`src/rtl/frame_builder.sv`:
```
// Purpose : serialise one payload descriptor into a frame (HEADER, control, payload, CRC-16, TAIL) + idle gap.
// Latency : HEADER leaves one cycle after acceptance; frame is N+4 words, then GAP_WORDS idle words.
// Backpr. : frame_ack is high only in IDLE; a request presented while busy is simply held by the source.
//
// Ports:
//   clk_in, rst              - block clock, asynchronous active-high reset
//   frame_req / frame_ack    - descriptor valid / ready (accepted when both high on a rising edge)
//   payload, vld_ch,
//   word_num, crc_inject_err - descriptor fields, latched at acceptance
//   data_out, data_out_vld   - registered word stream and frame-word qualifier
//   busy                     - registered, high from acceptance until the gap has elapsed
//   frame_cnt                - registered count of completed frames (wraps)
module frame_builder #(
  parameter logic [15:0] HEADER    = 16'hEB90,
  parameter logic [15:0] TAIL      = 16'h55AA,
  parameter logic [15:0] IDLE_WORD = 16'h0000,
  parameter int unsigned GAP_WORDS = 2
) (
  input  logic         clk_in,
  input  logic         rst,
  input  logic         frame_req,
  output logic         frame_ack,
  input  logic [127:0] payload,
  input  logic [7:0]   vld_ch,
  input  logic [3:0]   word_num,
  input  logic         crc_inject_err,
  output logic [15:0]  data_out,
  output logic         data_out_vld,
  output logic         busy,
  output logic [15:0]  frame_cnt
);

  typedef enum logic [2:0] {
    S_IDLE, S_HEAD, S_CTRL, S_PAYLOAD, S_CRC, S_TAIL, S_GAP
  } state_t;

  localparam logic [3:0] GAP_LAST = 4'(GAP_WORDS);

  state_t        state_q, state_d;
  logic [127:0]  payload_q, payload_d;
  logic [7:0]    vld_ch_q, vld_ch_d;
  logic [3:0]    n_q, n_d;
  logic          err_q, err_d;
  logic [3:0]    idx_q, idx_d;
  logic [3:0]    gap_q, gap_d;
  logic [15:0]   crc_q, crc_d;
  logic [15:0]   data_out_q, data_out_d;
  logic          vld_q, vld_d;
  logic          busy_q, busy_d;
  logic [15:0]   frame_cnt_q, frame_cnt_d;

  logic [15:0]   pw [8];
  logic [15:0]   ctrl_word;
  logic [15:0]   crc_word;

  // One CCITT (0x1021) update over a full 16-bit word, MSB first.
  function automatic logic [15:0] crc16_upd(input logic [15:0] crc, input logic [15:0] d);
    logic [15:0] c;
    c = crc ^ d;
    for (int i = 0; i < 16; i++) begin
      c = c[15] ? ((c << 1) ^ 16'h1021) : (c << 1);
    end
    return c;
  endfunction

  always_comb begin
    for (int k = 0; k < 8; k++) begin
      pw[k] = payload_q[127-16*k -: 16];
    end
  end

  assign ctrl_word = {vld_ch_q, 4'h0, n_q};
  assign crc_word  = crc_q ^ {16{err_q}};

  // The CRC register is advanced on the same edge a control/payload word is
  // loaded into data_out, so by the time the CRC state is entered it already
  // covers every word that was sent.
  always_comb begin
    state_d     = state_q;
    payload_d   = payload_q;
    vld_ch_d    = vld_ch_q;
    n_d         = n_q;
    err_d       = err_q;
    idx_d       = idx_q;
    gap_d       = gap_q;
    crc_d       = crc_q;
    data_out_d  = IDLE_WORD;
    vld_d       = 1'b0;
    frame_cnt_d = frame_cnt_q;

    case (state_q)
      S_IDLE: begin
        if (frame_req) begin
          payload_d  = payload;
          vld_ch_d   = vld_ch;
          n_d        = (word_num > 4'd8) ? 4'd8 : word_num;
          err_d      = crc_inject_err;
          idx_d      = 4'd0;
          crc_d      = 16'hFFFF;
          state_d    = S_HEAD;
          data_out_d = HEADER;
          vld_d      = 1'b1;
        end
      end
      S_HEAD: begin
        state_d    = S_CTRL;
        data_out_d = ctrl_word;
        vld_d      = 1'b1;
        crc_d      = crc16_upd(crc_q, ctrl_word);
      end
      // CTRL and PAYLOAD share the same "next payload word or CRC" decision.
      S_CTRL, S_PAYLOAD: begin
        vld_d = 1'b1;
        if (idx_q < n_q) begin
          state_d    = S_PAYLOAD;
          data_out_d = pw[idx_q[2:0]];
          crc_d      = crc16_upd(crc_q, pw[idx_q[2:0]]);
          idx_d      = idx_q + 4'd1;
        end else begin
          state_d    = S_CRC;
          data_out_d = crc_word;
        end
      end
      S_CRC: begin
        state_d    = S_TAIL;
        data_out_d = TAIL;
        vld_d      = 1'b1;
      end
      S_TAIL: begin
        state_d     = S_GAP;
        gap_d       = 4'd1;
        frame_cnt_d = frame_cnt_q + 16'd1;
      end
      S_GAP: begin
        if (gap_q == GAP_LAST) begin
          state_d = S_IDLE;
        end else begin
          gap_d = gap_q + 4'd1;
        end
      end
      default: state_d = S_IDLE;
    endcase

    busy_d = (state_d != S_IDLE);
  end

  always_ff @(posedge clk_in or posedge rst) begin
    if (rst) begin
      state_q     <= S_IDLE;
      payload_q   <= '0;
      vld_ch_q    <= '0;
      n_q         <= '0;
      err_q       <= 1'b0;
      idx_q       <= '0;
      gap_q       <= '0;
      crc_q       <= '0;
      data_out_q  <= IDLE_WORD;
      vld_q       <= 1'b0;
      busy_q      <= 1'b0;
      frame_cnt_q <= '0;
    end else begin
      state_q     <= state_d;
      payload_q   <= payload_d;
      vld_ch_q    <= vld_ch_d;
      n_q         <= n_d;
      err_q       <= err_d;
      idx_q       <= idx_d;
      gap_q       <= gap_d;
      crc_q       <= crc_d;
      data_out_q  <= data_out_d;
      vld_q       <= vld_d;
      busy_q      <= busy_d;
      frame_cnt_q <= frame_cnt_d;
    end
  end

  assign frame_ack    = (state_q == S_IDLE);
  assign data_out     = data_out_q;
  assign data_out_vld = vld_q;
  assign busy         = busy_q;
  assign frame_cnt    = frame_cnt_q;

endmodule
```
`config.mk`:
```
export PLATFORM = sky130hd
export DESIGN_NAME = frame_builder
export DESIGN_NICKNAME = d
export VERILOG_FILES = /design/src/rtl/frame_builder.sv
export SDC_FILE = /design/constraint.sdc
export NUM_CORES = 1
export LEC_CHECK = 0
export BUFFER_PORTS_ARGS = -buffer_cell sky130_fd_sc_hd__buf_4
export CAP_MARGIN = 15
export CELL_PAD_IN_SITES_DETAIL_PLACEMENT = 2
export CELL_PAD_IN_SITES_GLOBAL_PLACEMENT = 2
export CORE_MARGIN = 5
export CORE_UTILIZATION = 25
export CTS_BUF_LIST = sky130_fd_sc_hd__clkbuf_16
export CTS_CLUSTER_SIZE = 14
export DETAILED_ROUTE_END_ITERATION = 8
export MAX_ROUTING_LAYER = met4
export PLACE_DENSITY_LB_ADDON = 0.1
export SYNTH_ARGS = -nofsm -noshare
export SYNTH_HDL_FRONTEND = slang
export SYNTH_SLANG_ARGS = --single-unit
```
`constraint.sdc`:
```
create_clock -name clk_in -period 11.1 [get_ports clk_in]
set_input_delay 0.555 -clock clk_in [delete_from_list [all_inputs] [get_ports clk_in]]
set_output_delay 0.555 -clock clk_in [all_outputs]
set_load 0.03 [all_outputs]
```
==> results by group <==
Synthesis
  • Count of unique library cells instantiated by Yosys: 55
  • Leading cell types by count after synthesis: sky130_fd_sc_hd__nand2_1 (435), sky130_fd_sc_hd__dfrtp_1 (202), sky130_fd_sc_hd__xnor2_1 (78)
  • Number of instances in the synthesized netlist: 1063
  • Cell area after synthesis: ~10000 um2
  • Flop and latch count out of synthesis: 202
  • Async set-or-reset flop fraction in the synthesized netlist: between 90% and 100%
  • Synthesized netlist net count: 1214
  • Proportion of netlist area held by the largest area contributor: 49.0%
  • Most frequently used cell type in the post-synthesis netlist: sky130_fd_sc_hd__nand2_1
  • Primary FF master, synth: sky130_fd_sc_hd__dfrtp_1
  • Sequential area share after synthesis: 49.0%
  • Top cells by area in the synthesized netlist: sky130_fd_sc_hd__dfrtp_1 (49%), sky130_fd_sc_hd__nand2_1 (16%), sky130_fd_sc_hd__xnor2_1 (6.6%)
  • Cell type with the highest aggregate area in the netlist: sky130_fd_sc_hd__dfrtp_1
  • Number of warning messages in the yosys log: 0
  • Number of enable-type register cells in the synthesized netlist: 0
  • Mapped Avg Cell Area: 9.70 um2

Routing
  • Length of the first detailed-routing pass in iterations: 4
  • Detailed Route WL: around 36 mm
  • Average wire per cell in the routed design: slightly above 20 um
  • Via count of the routed design: between 7000 and 8000
  • Antenna Violating Nets Remaining: 0
  • Number of design rule violations left after detail routing: 0
  • DRT iter0 DRCs: 303
  • Avg Vias per Cell: 4.52

Die
  • Ports placed on the boundary: ~180
  • Row count: 74
  • Area enclosed by the die boundary: 45400 um2
  • Effective utilization at floorplan: approximately a quarter
  • Core area: 40800 um2
  • Width of the die: 213 um
  • Height of the chip: 213 um

Global route
  • Vias in the first global route: roughly 9000
  • Global-route wire length before repair: 55.6 mm
  • GRT Total Usage: 16.4%
  • Maximum number of pins on one net before global-route repair: 133
  • Antenna violations before repair: 0
  • Total grt overflow: 0

Setup path
  • Worst setup SP type: register
  • Crit path buf inv count: 1
  • Longest individual stage delay on the worst path: 0.57 ns
  • Gate family responsible for the most delay along the worst path: XOR/XNOR gates
  • CP Data Required Time: 11.56 ns
  • Crit Path Max Fanout: 37
  • Setup crit end kind: register
  • Path type of the worst setup path: register to register
  • Cell-by-cell trace of the critical path: buf_4, mux4_2, mux2i_1, xor2_1, xnor3_1, xnor3_2, xnor2_1, nand2_1, a21oi_1
  • Cell with the biggest individual delay on the critical path: sky130_fd_sc_hd__mux4_2
  • CP Data Arrival Time: approximately 4 ns

Final layout
  • Final std cell area, no fill: around 13000 um2
  • Layout Area Growth over Synthesis: 24.9%
  • Antenna diodes: 0
  • Post-layout net count: 1368
  • Layout cells sized above 1: 21.7%

Run
  • Max cap viols: 0

Placement
  • Instance area after placement: 12100 um2
  • Routability congestion estimate from global placement: 0.839
  • Count of port buffers added during placement: 178
  • Pre-CTS worst setup slack: between 7 and 8 ns
  • HPWL after DPL: 26.4 mm

STA
  • Clock Skew: 0.0198 ns
  • Transition time at the pin with the least slew margin: 1.03 ns
  • Achievable frequency: between 200 and 300 MHz
  • Count of pins over their slew limit: 0
  • TNS Setup: 0 ns
  • Hold Violations, Final: 0
  • Final worst-path cycle share: 31.2%
  • Setup slack of the critical path after layout: 7.64 ns
  • Tmin final: 3.46 ns
  • Max-Slew Margin vs Limit: 31.2%
  • Number of setup violations in the final report: 0
  • Setup repair after global routing missed its margin: no

CTS
  • CTS sink cnt: approximately 200
  • Setup Fix Bufs, Post-CTS: 0
  • Root buffer selected by CTS: sky130_fd_sc_hd__clkbuf_16
  • H-Tree Level Count: 1
  • Post-CTS clock slew at the launch and capture registers of the worst setup and hold paths: 0.06 ns
  • Number of buffers added by the clock tree synthesis step: 26
  • Clock tree from TritonCTS: yes
  • Number of hold-repair buffers added at the cts stage: 0
  • Number of buffers on the longest clock path: 3
  • Post-cts gate resize count: 0
  • Source-to-sink clock delay at the later pin of the worst-skew pair: 0.56 ns

Worst hold path
  • Path category of the worst min-delay check: input port to register

Outcome
  • Result of the run: finished clean
routing by layer:
metal	track usage, %	wire [um]	up-vias
li1	-	-	3771
met1	22.1	16700	4059
met2	27.0	17700	130
met3	2.26	1280	36
met4	2.65	515	0
met5	-	0	-
layout make-up:
cell class	count	area, um2
inverter	10	45.0
tap	532	666
clock inverter	21	131
fill	4541	28000
multi-input combinational	791	4920
timing repair buffer	186	1400
clock buffer	26	651
sequential	202	5060
worst paths after layout:
path | start | to | slack [ns] | cells past startpoint
max in group asynchronous | rst | idx_q[1] | 9.34 | 3
worst max-delay path | idx_q[0] | crc_q[14] | 7.64 | 9
min in group asynchronous | rst | payload_q[94] | 0.20 | 2
worst min-delay path | payload[36] | payload_q[36] | 0.19 | 3
worst max register to register | idx_q[0] | crc_q[14] | 7.64 | 9
worst min register to register | payload_q[96] | payload_q[96] | 0.47 | 2
kinds of logic after synthesis:
group / Yosys count / synth area share (%)
compound gates: 85 / 5.85
xor+xnor: 127 / 12.9
fa+ha+maj: 7 / 0.850
buf+inv: 70 / 3.29
flops: 202 / 49.0
mux: 59 / 8.34
simple gates: 513 / 19.8
cell usage in the layout (no fill, tap or decap), types with 18 or more instances in the layout:
| master | instances |
|---|---|
| sky130_fd_sc_hd__nand2_1 | 434 |
| sky130_fd_sc_hd__dfrtp_1 | 200 |
| sky130_fd_sc_hd__buf_4 | 186 |
| sky130_fd_sc_hd__xnor2_1 | 78 |
| sky130_fd_sc_hd__nor2_1 | 39 |
| sky130_fd_sc_hd__xor2_1 | 31 |
| sky130_fd_sc_hd__mux2i_1 | 29 |
| sky130_fd_sc_hd__clkbuf_16 | 26 |
| sky130_fd_sc_hd__a21oi_1 | 21 |
| sky130_fd_sc_hd__mux4_2 | 18 |
tightest hold or removal path, delay by kind of cell:
kind | cells | cell delay [ns]
buf+inv | 1 | 0.08
simple gates | 2 | 0.08
stage by stage:
| stage | util, % | cells | hold slack (ns) |
|---|---|---|---|
| detailed placement | 29.6 | 1721 | 0.461 |
| finish | 31.5 | 1768 | 0.187 |
| global placement | 29.6 | 1721 | 0.457 |
| floorplan | - | 1063 | 0.438 |
| global route | 31.5 | 1768 | 0.171 |
| CTS | 31.5 | 1768 | 0.157 |
state kept, by name, indices dropped and copies added (netlist names):
| name | cells |
|---|---|
| n_q | 4 |
| state_q | 3 |
| idx_q | 4 |
| vld_ch_q | 8 |
| payload_q | 128 |
| frame_cnt | 16 |
| crc_q | 16 |
| data_out_vld | 1 |
| data_out | 16 |
| gap_q | 4 |
| err_q | 1 |
| busy | 1 |
Power is not shown: default switching activity piles up to over one toggle a cycle in this logic, so the estimate is an artifact.
